$ cat config.mk
export PLATFORM = sky130hd
export DESIGN_NAME = rocket_bfm_msg_arb
export DESIGN_NICKNAME = d
export VERILOG_FILES = /design/src/rtl/rocket_bfm_arb_pkg.sv /design/src/rtl/rocket_bfm_rr_pick.sv /design/src/rtl/rocket_bfm_msg_arb.sv
export SDC_FILE = /design/constraint.sdc
export NUM_CORES = 1
export LEC_CHECK = 0
export CAP_MARGIN = 10
export CELL_PAD_IN_SITES_DETAIL_PLACEMENT = 0
export CELL_PAD_IN_SITES_GLOBAL_PLACEMENT = 2
export CORE_ASPECT_RATIO = 1.5
export CORE_MARGIN = 3
export CORE_UTILIZATION = 24
export CTS_CLUSTER_DIAMETER = 100
export DETAILED_ROUTE_END_ITERATION = 10
export PLACE_DENSITY_LB_ADDON = 0.1
export SYNTH_ARGS = -nofsm -noshare
export SYNTH_HDL_FRONTEND = slang
export SYNTH_SLANG_ARGS = --single-unit
$ cat constraint.sdc
create_clock -name clock -period 5.89 [get_ports clock]
set_input_delay 0.8835 -clock clock [delete_from_list [all_inputs] [get_ports clock]]
set_output_delay 0.8835 -clock clock [all_outputs]
set_load 0.01 [all_outputs]
$ cat src/rtl/rocket_bfm_arb_pkg.sv
// Shared types and constants for the RocketBFM message-channel arbiter.
package rocket_bfm_arb_pkg;

  typedef enum logic {IDLE, BUSY} arb_state_e;

  localparam int PKT_CNT_W = 16;

  // A single requester still needs a one-bit source index.
  function automatic int src_width(input int n);
    return (n > 1) ? $clog2(n) : 1;
  endfunction

endpackage

$ cat src/rtl/rocket_bfm_rr_pick.sv
// Rotating-priority picker: returns the first asserted request after ptr, wrapping modulo N_REQ.
module rocket_bfm_rr_pick
  import rocket_bfm_arb_pkg::*;
#(
  parameter int N_REQ = 4,
  localparam int SRC_W = src_width(N_REQ)
) (
  input  logic [N_REQ-1:0] req,
  input  logic [SRC_W-1:0] ptr,
  output logic             found,
  output logic [SRC_W-1:0] index
);

  always_comb begin : pick
    logic [SRC_W-1:0] cand;
    found = 1'b0;
    index = '0;
    cand  = '0;
    for (int k = 1; k <= N_REQ; k++) begin
      cand = SRC_W'((int'(ptr) + k) % N_REQ);
      if (!found && req[cand]) begin
        found = 1'b1;
        index = cand;
      end
    end
  end

endmodule

$ cat src/rtl/rocket_bfm_msg_arb.sv
// Packet-locking round-robin arbiter sharing one message channel among per-core RocketBFMs,
// with a stall watchdog that reclaims the channel from a requester that stops mid-packet.
module rocket_bfm_msg_arb
  import rocket_bfm_arb_pkg::*;
#(
  parameter int N_REQ   = 4,
  parameter int DATA_W  = 32,
  parameter int TIMEOUT = 1024,
  localparam int SRC_W  = src_width(N_REQ)
) (
  input  logic                    clock,
  input  logic                    reset,
  input  logic [N_REQ-1:0]        en_mask,
  input  logic [N_REQ-1:0]        req_valid,
  input  logic [N_REQ*DATA_W-1:0] req_data,
  input  logic [N_REQ-1:0]        req_last,
  output logic [N_REQ-1:0]        req_ready,
  output logic                    msg_valid,
  output logic [DATA_W-1:0]       msg_data,
  output logic                    msg_last,
  output logic [SRC_W-1:0]        msg_src,
  input  logic                    msg_ready,
  output logic                    busy,
  output logic                    timeout_err,
  output logic [SRC_W-1:0]        err_src,
  output logic [PKT_CNT_W-1:0]    pkt_count
);

  arb_state_e       state;
  logic [SRC_W-1:0] ptr;
  logic [SRC_W-1:0] grant;
  logic [31:0]      stall_cnt;
  logic             pick_found;
  logic [SRC_W-1:0] pick_idx;

  // Enables only matter at arbitration time; once granted, the mask is ignored.
  rocket_bfm_rr_pick #(.N_REQ(N_REQ)) u_pick (
    .req   (req_valid & en_mask),
    .ptr   (ptr),
    .found (pick_found),
    .index (pick_idx)
  );

  always_comb begin
    req_ready = '0;
    msg_valid = 1'b0;
    msg_data  = '0;
    msg_last  = 1'b0;
    msg_src   = '0;
    busy      = (state == BUSY);
    if (state == BUSY) begin
      msg_src = grant;
      for (int i = 0; i < N_REQ; i++) begin
        if (grant == SRC_W'(i)) begin
          msg_valid    = req_valid[i];
          msg_data     = req_data[i*DATA_W +: DATA_W];
          msg_last     = req_last[i];
          req_ready[i] = msg_ready;
        end
      end
    end
  end

  // Backpressure with valid data is not a stall; only an absent beat advances the watchdog.
  always_ff @(posedge clock) begin
    if (reset) begin
      state       <= IDLE;
      ptr         <= SRC_W'(N_REQ - 1);
      grant       <= '0;
      stall_cnt   <= '0;
      pkt_count   <= '0;
      err_src     <= '0;
      timeout_err <= 1'b0;
    end else begin
      timeout_err <= 1'b0;
      case (state)
        IDLE: begin
          if (pick_found) begin
            grant     <= pick_idx;
            state     <= BUSY;
            stall_cnt <= '0;
          end
        end
        BUSY: begin
          if (msg_valid) begin
            stall_cnt <= '0;
            if (msg_ready && msg_last) begin
              state     <= IDLE;
              ptr       <= grant;
              pkt_count <= pkt_count + 16'd1;
            end
          end else if (TIMEOUT != 0) begin
            if (stall_cnt == 32'(TIMEOUT - 1)) begin
              timeout_err <= 1'b1;
              err_src     <= grant;
              state       <= IDLE;
              ptr         <= grant;
            end else begin
              stall_cnt <= stall_cnt + 32'd1;
            end
          end
        end
        default: state <= IDLE;
      endcase
    end
  end

endmodule

==> results of run 1 <==
kinds of logic (layout without fill, tap and decap cells):
logic type	Yosys count	count (layout)	share of synthesized area
compound gates	71	71	0.119
xor+xnor	18	18	0.0400
fa+ha+maj	2	2	0.00635
buf+inv	35	220	0.0378
flops	56	56	0.284
mux	38	38	0.204
other cells	0	2	0
simple gates	218	218	0.308
layout make-up:
cell class                 instances  area [µm²]  share of cell area
tap                              203         254              0.0402
antenna                            2        5.00            0.000792
clock buffer                       7         153              0.0242
multi-input combinational        347        2670               0.423
inverter                           5        18.8             0.00297
timing repair buffer             207        2060               0.326
sequential                        56        1120               0.178
clock inverter                     1        30.0             0.00475
where the power goes:
group / switching (mW) / internal [mW] / total, mW
Sequential: 0.0126 / 0.383 / 0.395
Combinational: 0.121 / 0.207 / 0.328
Clock: 0.142 / 0.224 / 0.366
Total: 0.275 / 0.814 / 1.09
path summary, 6_finish.rpt:
path	from	endpoint	slack [ns]	cells past startpoint
hold reg to reg	stall_cnt[31]	stall_cnt[31]	0.50	2
setup reg to reg	grant[0]	ptr[1]	2.61	6
hold / removal	stall_cnt[31]	stall_cnt[31]	0.50	2
setup / recovery	grant[0]	msg_data[1]	2.20	4
layer usage:
layer  part of all wire  GRT usage  vias up
met5             0.0038          0        -
met4              0.020     0.0560        8
met3              0.086     0.0587       23
met2               0.50      0.322      191
met1               0.39      0.220     1997
li1                   -          -     2046
flip-flops by register name, indices dropped and copies added (netlist names):
name / flops
err_src: 2
stall_cnt: 32
busy: 1
timeout_err: 1
grant: 2
ptr: 2
pkt_count: 16
cells in the final DEF, fill, tap and decap left out, drive strengths merged, types with 2 or more instances in the layout:
master         count
clkdlybuf4s50    202
dfxtp             56
and2              42
mux4              34
nor2              34
nand2             32
nand3             20
nand4             18
a21oi             18
nor3              18
o21ai             17
nor4              12
xnor2             11
or3               10
or4                9
and3               7
xor2               7
clkbuf             7
and4               6
o211ai             6
inv                5
o31ai              5
buf                5
mux2i              4
o21a               4
o311ai             4
nand2b             3
a41oi              3
diode              2
nor3b              2
a22oi              2
a211o              2
o31a               2
a311oi             2
ha                 2
or2                2
worst register-to-register path: cells and delay by family (launching register included):
family | cells | cell delay (ns)
and+or+nand+nor | 3 | 1.23
DFF | 1 | 0.82
muxes | 1 | 0.50
buffers and inverters | 1 | 0.33
AOI/OAI and AO/OA | 1 | 0.30
cells in the mapped netlist (3+ instances only):
cell / n
sky130_fd_sc_hd__xnor2_1: 11
sky130_fd_sc_hd__a41oi_1: 3
sky130_fd_sc_hd__and2_1: 42
sky130_fd_sc_hd__nor4_1: 11
sky130_fd_sc_hd__o21ai_0: 17
sky130_fd_sc_hd__nand4_1: 18
sky130_fd_sc_hd__and3_1: 7
sky130_fd_sc_hd__buf_1: 3
sky130_fd_sc_hd__inv_1: 5
sky130_fd_sc_hd__nor3_1: 16
sky130_fd_sc_hd__nand2_1: 32
sky130_fd_sc_hd__nand3_1: 20
sky130_fd_sc_hd__nor2_1: 33
sky130_fd_sc_hd__or4_1: 9
sky130_fd_sc_hd__and4_1: 6
sky130_fd_sc_hd__xor2_1: 7
sky130_fd_sc_hd__or3_1: 10
sky130_fd_sc_hd__o211ai_1: 6
sky130_fd_sc_hd__mux4_2: 34
sky130_fd_sc_hd__a21oi_1: 18
sky130_fd_sc_hd__dfxtp_1: 56
sky130_fd_sc_hd__clkbuf_1: 20
sky130_fd_sc_hd__nand2b_1: 3
sky130_fd_sc_hd__o311ai_0: 4
sky130_fd_sc_hd__o31ai_1: 5
sky130_fd_sc_hd__buf_2: 5
sky130_fd_sc_hd__mux2i_1: 4
sky130_fd_sc_hd__o21a_1: 4
through the flow:
| step | cell area [µm²] | hold WS, ns |
|---|---|---|
| 3_5_place_dp | 6130 | 0.490 |
| 3_3_place_gp | 6130 | 0.481 |
| 4_1_cts | 6310 | 0.503 |
| 2_1_floorplan | 3940 | 0.450 |
| 5_1_grt | 6320 | 0.545 |
| 6_report | 6320 | 0.499 |
==> run summary, run 1 <==
count of final hold-check violations - 0
area share of the largest cell type after synthesis - 0.284
overall overflow remaining after global route - 0
power consumption - 1.09 mW
min-delay worst type - flip-flop to flip-flop
category of the critical setup timing path - flip-flop to output pin
IR drop worst, VDD - 0.000107 V
post-route ant nets - 0
vias in the first global route - 4,249
clock transition at the registers of the reported paths - 0.07 ns
primary flip-flop cell chosen by synthesis mapping - sky130_fd_sc_hd__dfxtp_1
relative slew slack - 0.380
Final Setup Violations - 0
number of enable flip-flop cells after synthesis - 0
worst clock skew on the final layout - 0.00501 ns
Vias per Instance - 5.15
maximum clock rate - 0.271 GHz
CP cell instances - buf_4, mux4_2, and2_1, clkdlybuf4s50_1
biggest cell delay along the critical path - 0.82 ns
sort of element at the start of the critical path - flip-flop
final net count - 767
average cell area after synthesis - 9.00 µm²
# rows - 56
Detail Placement HPWL - 13.5 mm
count of mapped cells out of synthesis - 438
min setup slack post-route - 2.20 ns
GRT Overall Usage - 0.186
final core area utilization - 0.397
overall die area - 18,000 µm²
Top delay family on crit path - buffers and inverters
post-synthesis instance area - 3940 µm²
CP max stage cell - sky130_fd_sc_hd__dfxtp_2
root cell of the clock tree - sky130_fd_sc_hd__clkbuf_16
CTS tree - yes
arrival time worst endpoint - 2.80 ns
Placed Cells - 818
crit path capture type - output pin
number of distinct library cells after synthesis - 50
Remaining DRCs - 0
number of iterations in the first detailed-routing pass - 4
outcome - finished, final reports clean
CTS resizes - 0
Pins Over Slew Limit - 0
total of fill cells in the finished design - 1,612
signed area change from the synthesized netlist to the final layout - 60.2%
width of the die - 111 µm
top cells by area in the synthesized netlist - sky130_fd_sc_hd__dfxtp_1, sky130_fd_sc_hd__mux4_2, sky130_fd_sc_hd__and2_1
sequential element share of the synthesized area - 0.284
synthesized netlist net count - 583
number of max-cap violations - 0
Post-Place Setup Slack - 1.99 ns
minimum clock period - 3.69 ns
wirelength, routed - 17.2 mm
share of the cycle needed by the critical path after routing - 0.626
Core Box Area - 15,900 µm²
last weighted congestion value of the routability-driven placer - 0.859
antenna violations before repair - 6
maximum net fanout on the critical path - 26
Ys Warns - 0
H-tree levels - 2
number of DRC markers in iteration 0 - 275
transition at the pin with the smallest max-transition slack - 0.930 ns
number of port buffers - 202
final instance count without filler cells - 828
required time at the endpoint of the critical path - 5.01 ns
TNS Setup - 0 ns
total power per unit cell area - 172 nW/µm²
cell leakage power - 2.07 nW
clock sink count - 56
Crit path buffers/inverters - 2
overall die height - 163 µm
RSZ-0062 raised after global routing - false
Async SR Flop Fraction - 0
clk_lat worst skew - 0.30 ns
buffers inserted by post-CTS timing repair - 0
via count - 4,265
cell type contributing the most total cell area after synthesis - sky130_fd_sc_hd__dfxtp_1
effective utilization at floorplan - 0.248
cts bufs inserted - 5
maximum count of clock buffers along a single path - 2
FF+latch count, synth - 56
Top-Level Pins - 203
maximum number of pins on one net before global-route repair - 44
Hold-fix buffers, CTS - 0
final routed wire length divided by cell count - 20.8 µm
first-pass GRT wire length - 26.4 mm
share of cells above drive strength 1 - 0.0883
No activity file was read; power rests on OpenSTA's default activity.
==> run 2: changes to the inputs <==
Settings changed: CORE_UTILIZATION 24 to 20.
Clock period 5.89 ns to 2.95 ns, I/O delays scaled along.
==> run 2 against run 1 <==
  * Sequential power is 97% higher
  * Sequential share of layout area is 0.55 points lower
  * Combinational power increased by 110%
  * Core utilization down 5.8 points
  * Power increased by 94%
  * Via count barely moved
==> run summary, run 2 (same netlist as run 1, synthesis figures left out) <==
outcome - finished, final reports clean (unchanged)
net switching power of the design - 0.592 mW (was 0.275 mW)
signed area change from the synthesized netlist to the final layout - 65.3% (was 60.2%)
CTS resizes - 0 (unchanged)
min setup slack post-route - 0.206 ns (was 2.20 ns)
flip-flop count of the largest register after layout - 32 (unchanged)
maximum clock rate - 0.364 GHz
most common cell after layout, fill and taps aside - sky130_fd_sc_hd__clkdlybuf4s50_1 (unchanged)
Final Instance Area - 6520 µm² (was 6320 µm²)
cts bufs inserted - 5 (unchanged)
transition at the pin with the smallest max-transition slack - 0.654 ns (was 0.930 ns)
# rows - 62 (was 56)
sort of element at the start of the critical path - flip-flop (unchanged)
Internal Pwr Total - 1.52 mW (was 0.814 mW)
total of fill cells in the finished design - 2,026 (was 1,612)
worst clock skew on the final layout - 0.0107 ns (was 0.00501 ns)
portion of total power attributed to the clock network - 0.298 (was 0.336)
number of max-cap violations - 0 (unchanged)
startpoint of the worst register-to-register path - grant[1] (was grant[0])
RSZ-0062 raised after global routing - false (unchanged)
crit path capture type - output pin (unchanged)
Sequential Power Share - 0.369 (was 0.363)
number of iterations in the first detailed-routing pass - 4 (unchanged)
IR drop worst, VDD - 0.000189 V (was 0.000107 V)
count of final hold-check violations - 0 (unchanged)
total power per unit cell area - 324 nW/µm² (was 172 nW/µm²)
power consumption - 2.11 mW (was 1.09 mW)
TNS Setup - 0 ns (unchanged)
relative slew slack - 0.560 (was 0.380)
most frequent cells in the layout - sky130_fd_sc_hd__clkdlybuf4s50_1, sky130_fd_sc_hd__dfxtp_1, sky130_fd_sc_hd__and2_1 (unchanged)
share of the cycle needed by the critical path after routing - 0.930
launch point of the critical path - grant[0] (unchanged)
arrival time worst endpoint - 2.30 ns (was 2.80 ns)
maximum count of clock buffers along a single path - 2 (unchanged)
vias in the first global route - 4,468 (was 4,249)
final routed wire length divided by cell count - 20.3 µm (was 20.8 µm)
H-tree levels - 2 (unchanged)
Sequential Area - 1120 µm² (unchanged)
root cell of the clock tree - sky130_fd_sc_hd__clkbuf_16 (unchanged)
Hold-fix buffers, CTS - 0 (unchanged)
effective utilization at floorplan - 0.205 (was 0.248)
overall die area - 21,500 µm² (was 18,000 µm²)
clk_lat worst skew - 0.31 ns (was 0.30 ns)
overall overflow remaining after global route - 0 (unchanged)
wirelength, routed - 18.3 mm (was 17.2 mm)
Top-Level Pins - 203 (unchanged)
Detail Placement HPWL - 14.8 mm (was 13.5 mm)
Worst Hold Margin - 0.506 ns (was 0.499 ns)
overall die height - 178 µm (was 163 µm)
post-route ant nets - 0 (unchanged)
Core Box Area - 19,200 µm² (was 15,900 µm²)
buffers inserted by post-CTS timing repair - 0 (unchanged)
switching power as a share of total power - 0.280 (was 0.253)
via count - 4,266 (was 4,265)
clock transition at the registers of the reported paths - 0.08 ns (was 0.07 ns)
min-delay worst type - flip-flop to flip-flop (unchanged)
area occupied by multi-input gates - 2670 µm² (unchanged)
first-pass GRT wire length - 26.9 mm (was 26.4 mm)
GRT Overall Usage - 0.165 (was 0.186)
share of cells above drive strength 1 - 0.115 (was 0.0883)
final net count - 786 (was 767)
hold path startpoint - stall_cnt[4] (was stall_cnt[31])
number of DRC markers in iteration 0 - 261 (was 275)
maximum net fanout on the critical path - 20 (was 26)
placed instance area - 6360 µm² (was 6130 µm²)
Final Setup Violations - 0 (unchanged)
cell leakage power - 2.16 nW (was 2.07 nW)
CTS tree - yes (unchanged)
number of port buffers - 202 (unchanged)
clock sink count - 56 (unchanged)
Vias per Instance - 4.73 (was 5.15)
required time at the endpoint of the critical path - 2.51 ns (was 5.01 ns)
minimum clock period - 2.74 ns
Post-Place Setup Slack - 0.116 ns (was 1.99 ns)
Reg2Reg Setup Slack - 0.62 ns (was 2.61 ns)
register ranked first by flip-flop count - stall_cnt (unchanged)
width of the die - 121 µm (was 111 µm)
category of the critical setup timing path - flip-flop to output pin (unchanged)
antenna violations before repair - 2 (was 6)
Pins Over Slew Limit - 0 (unchanged)
Remaining DRCs - 0 (unchanged)
top flop regs - stall_cnt x32, pkt_count x16 (unchanged)
last weighted congestion value of the routability-driven placer - 0.869 (was 0.859)
share of total power in combinational logic - 0.332 (was 0.301)
maximum number of pins on one net before global-route repair - 42 (was 44)
## run 2: through the flow
| step | std cells | utilization |
|---|---|---|
| after floorplan | 438 | - |
| after global placement | 890 | 0.331 |
| after detailed placement | 890 | 0.331 |
| after CTS | 898 | 0.338 |
| after global routing | 900 | 0.339 |
| final | 901 | 0.339 |
## run 2: path summary, 6_finish.rpt
check	to	depth (start not counted)
setup / recovery	msg_data[12]	4
hold / removal	stall_cnt[4]	2
setup reg to reg	pkt_count[13]	5
hold reg to reg	stall_cnt[4]	2
## run 2: cell type report
cell class,instances,share of cell area
flip-flops and latches,56,0.172
well taps,256,0.0491
clock inverters,3,0.00346
repair buffers,226,0.342
diodes,3,0.00115
multi-input cells,347,0.410
clock buffers,5,0.0192
inverters,5,0.00288
## run 2: critical path, stage by stage, from the launching register on
cell,delay (ns)
sky130_fd_sc_hd__dfxtp_2,0.39
sky130_fd_sc_hd__buf_4,0.38
sky130_fd_sc_hd__mux4_2,0.55
sky130_fd_sc_hd__and2_1,0.17
sky130_fd_sc_hd__clkdlybuf4s50_1,0.52
## run 2: power by group through the flow
stage	registers (mW)	logic [mW]	clock network (mW)
after floorplan	0.788	0.311	0
after global placement	0.799	0.707	0
after detailed placement	0.799	0.711	0
after CTS	0.781	0.715	0.661
after global routing	0.784	0.755	0.691
final	0.780	0.703	0.631
## run 2: layer usage
metal / vias to the layer above / wire (µm) / GRT usage
li1: 2083 / - / -
met1: 2049 / 6740 / 0.183
met2: 120 / 10400 / 0.317
met3: 14 / 776 / 0.0306
met4: 0 / 315 / 0.0473
met5: - / 0 / 0
==> run 3: changes to the inputs <==
Clock period 2.95 ns to 2.4 ns, I/O delays scaled along.
==> run 3 against run 2 <==
  * Register-to-register slack lost 0.58 ns
  * Cell count rose by 4.4%
  * Sequential share of layout area fell by 1.1 points
  * Count of clock-buffer cells in the layout stayed put
==> run summary, run 3 (same netlist as run 1, synthesis figures left out) <==
RSZ-0062 raised after global routing - true (was false)
overall die height - 178 µm (unchanged)
share of the cycle needed by the critical path after routing - 0.987
area occupied by multi-input gates - 2710 µm² (was 2670 µm²)
Pins Over Slew Limit - 0 (unchanged)
power consumption - 2.69 mW (was 2.11 mW)
relative slew slack - 0.700 (was 0.560)
effective utilization at floorplan - 0.205 (unchanged)
final net count - 828 (was 786)
clock transition at the registers of the reported paths - 0.08 ns (about the same)
Core Box Area - 19,200 µm² (unchanged)
first-pass GRT wire length - 26.9 mm (about the same)
minimum clock period - 2.37 ns
flip-flop count of the largest register after layout - 32 (unchanged)
clk_lat worst skew - 0.31 ns (about the same)
final instance count without filler cells - 941 (was 901)
number of port buffers - 202 (unchanged)
total power per unit cell area - 385 nW/µm² (was 324 nW/µm²)
post-route ant nets - 0 (unchanged)
share of cells above drive strength 1 - 0.190 (was 0.115)
min-delay worst type - flip-flop to flip-flop (unchanged)
count of final hold-check violations - 0 (unchanged)
maximum number of pins on one net before global-route repair - 42 (unchanged)
Top-Level Pins - 203 (unchanged)
number of max-cap violations - 0 (unchanged)
top flop regs - stall_cnt x32, pkt_count x16 (unchanged)
Detail Placement HPWL - 15.0 mm (was 14.8 mm)
signed area change from the synthesized netlist to the final layout - 77.2% (was 65.3%)
crit path capture type - output pin (unchanged)
Worst Hold Margin - 0.502 ns (was 0.506 ns)
root cell of the clock tree - sky130_fd_sc_hd__clkbuf_16 (unchanged)
required time at the endpoint of the critical path - 2.04 ns (was 2.51 ns)
number of iterations in the first detailed-routing pass - 4 (unchanged)
number of DRC markers in iteration 0 - 167 (was 261)
overall overflow remaining after global route - 0 (unchanged)
cell leakage power - 2.58 nW (was 2.16 nW)
GRT Overall Usage - 0.165 (about the same)
sort of element at the start of the critical path - flip-flop (unchanged)
most frequent cells in the layout - sky130_fd_sc_hd__clkdlybuf4s50_1, sky130_fd_sc_hd__dfxtp_1, sky130_fd_sc_hd__buf_4 (was sky130_fd_sc_hd__clkdlybuf4s50_1, sky130_fd_sc_hd__dfxtp_1, sky130_fd_sc_hd__and2_1)
worst clock skew on the final layout - 0.00535 ns (was 0.0107 ns)
Final Setup Violations - 0 (unchanged)
total of fill cells in the finished design - 2,036 (was 2,026)
most common cell after layout, fill and taps aside - sky130_fd_sc_hd__clkdlybuf4s50_1 (unchanged)
final core area utilization - 0.363 (was 0.339)
via count - 4,498 (was 4,266)
category of the critical setup timing path - flip-flop to output pin (unchanged)
cts bufs inserted - 5 (unchanged)
maximum count of clock buffers along a single path - 2 (unchanged)
Remaining DRCs - 0 (unchanged)
width of the die - 121 µm (unchanged)
Hold-fix buffers, CTS - 0 (unchanged)
register ranked first by flip-flop count - stall_cnt (unchanged)
vias in the first global route - 4,620 (was 4,468)
last weighted congestion value of the routability-driven placer - 0.770 (was 0.869)
transition at the pin with the smallest max-transition slack - 0.446 ns (was 0.654 ns)
CTS tree - yes (unchanged)
final routed wire length divided by cell count - 19.8 µm (was 20.3 µm)
maximum clock rate - 0.422 GHz
arrival time worst endpoint - 2.01 ns (was 2.30 ns)
maximum net fanout on the critical path - 7 (was 20)
IR drop worst, VDD - 0.000314 V (was 0.000189 V)
clock sink count - 56 (unchanged)
antenna violations before repair - 0 (was 2)
H-tree levels - 2 (unchanged)
wirelength, routed - 18.7 mm (was 18.3 mm)
Sequential Area - 1130 µm² (was 1120 µm²)
TNS Setup - 0 ns (unchanged)
outcome - finished, final reports clean (unchanged)
# rows - 62 (unchanged)
Vias per Instance - 4.78 (was 4.73)
overall die area - 21,500 µm² (unchanged)
Placed Cells - 919 (was 890)
[run 3: critical path, stage by stage, from the launching register on]
cell and delay [ns]:
sky130_fd_sc_hd__dfxtp_4 0.38, sky130_fd_sc_hd__buf_6 0.16, sky130_fd_sc_hd__mux4_2 0.51, sky130_fd_sc_hd__and2_1 0.17, sky130_fd_sc_hd__clkdlybuf4s50_1 0.48
[run 3: final cells by class]
cell class	instances	area share
antenna	1	0.000358
sequential	56	0.162
clock buffer	5	0.0179
timing repair buffer	268	0.380
multi-input combinational	347	0.387
tap	256	0.0459
clock inverter	3	0.00394
inverter	5	0.00269
[run 3: where the power goes]
part | switching, mW | internal [mW] | total [mW]
Sequential | 0.0172 | 0.939 | 0.956
Clock | 0.409 | 0.399 | 0.807
Combinational | 0.340 | 0.585 | 0.925
[run 3: metal layers]
layer  up-vias  routed length [µm]  GRT usage  share of wire
met5         -                   0          0              0
met4         0                 295     0.0392          0.016
met2       141               10900      0.329           0.58
li1       2165                   -          -              -
met1      2177                6400      0.165           0.34
met3        15                1060     0.0456          0.057
[run 3: worst paths after layout]
path,slack (ns),depth (start not counted),to,start
setup / recovery,0.03,4,msg_data[1],grant[0]
hold / removal,0.50,2,stall_cnt[18],stall_cnt[18]
setup reg to reg,0.04,10,ptr[1],grant[0]
hold reg to reg,0.50,2,stall_cnt[18],stall_cnt[18]
[run 3: stage by stage]
step                cell area (µm²)  setup WS [ns]
CTS                            6840        -0.0278
finish                         6990         0.0321
global route                   6980        -0.0316
detailed placement             6610         -0.379
global placement               6610         -0.315
floorplan                      3940         0.0605
[run 3: repair_timing]
| item | CTS | global route |
|---|---|---|
| endpoints found under the setup margin | 43 | 30 |
| pin swaps | 1 | 2 |
| buffers inserted | 6 | 4 |
| gates cloned | 1 | 2 |
| gates resized for setup | 47 | 23 |
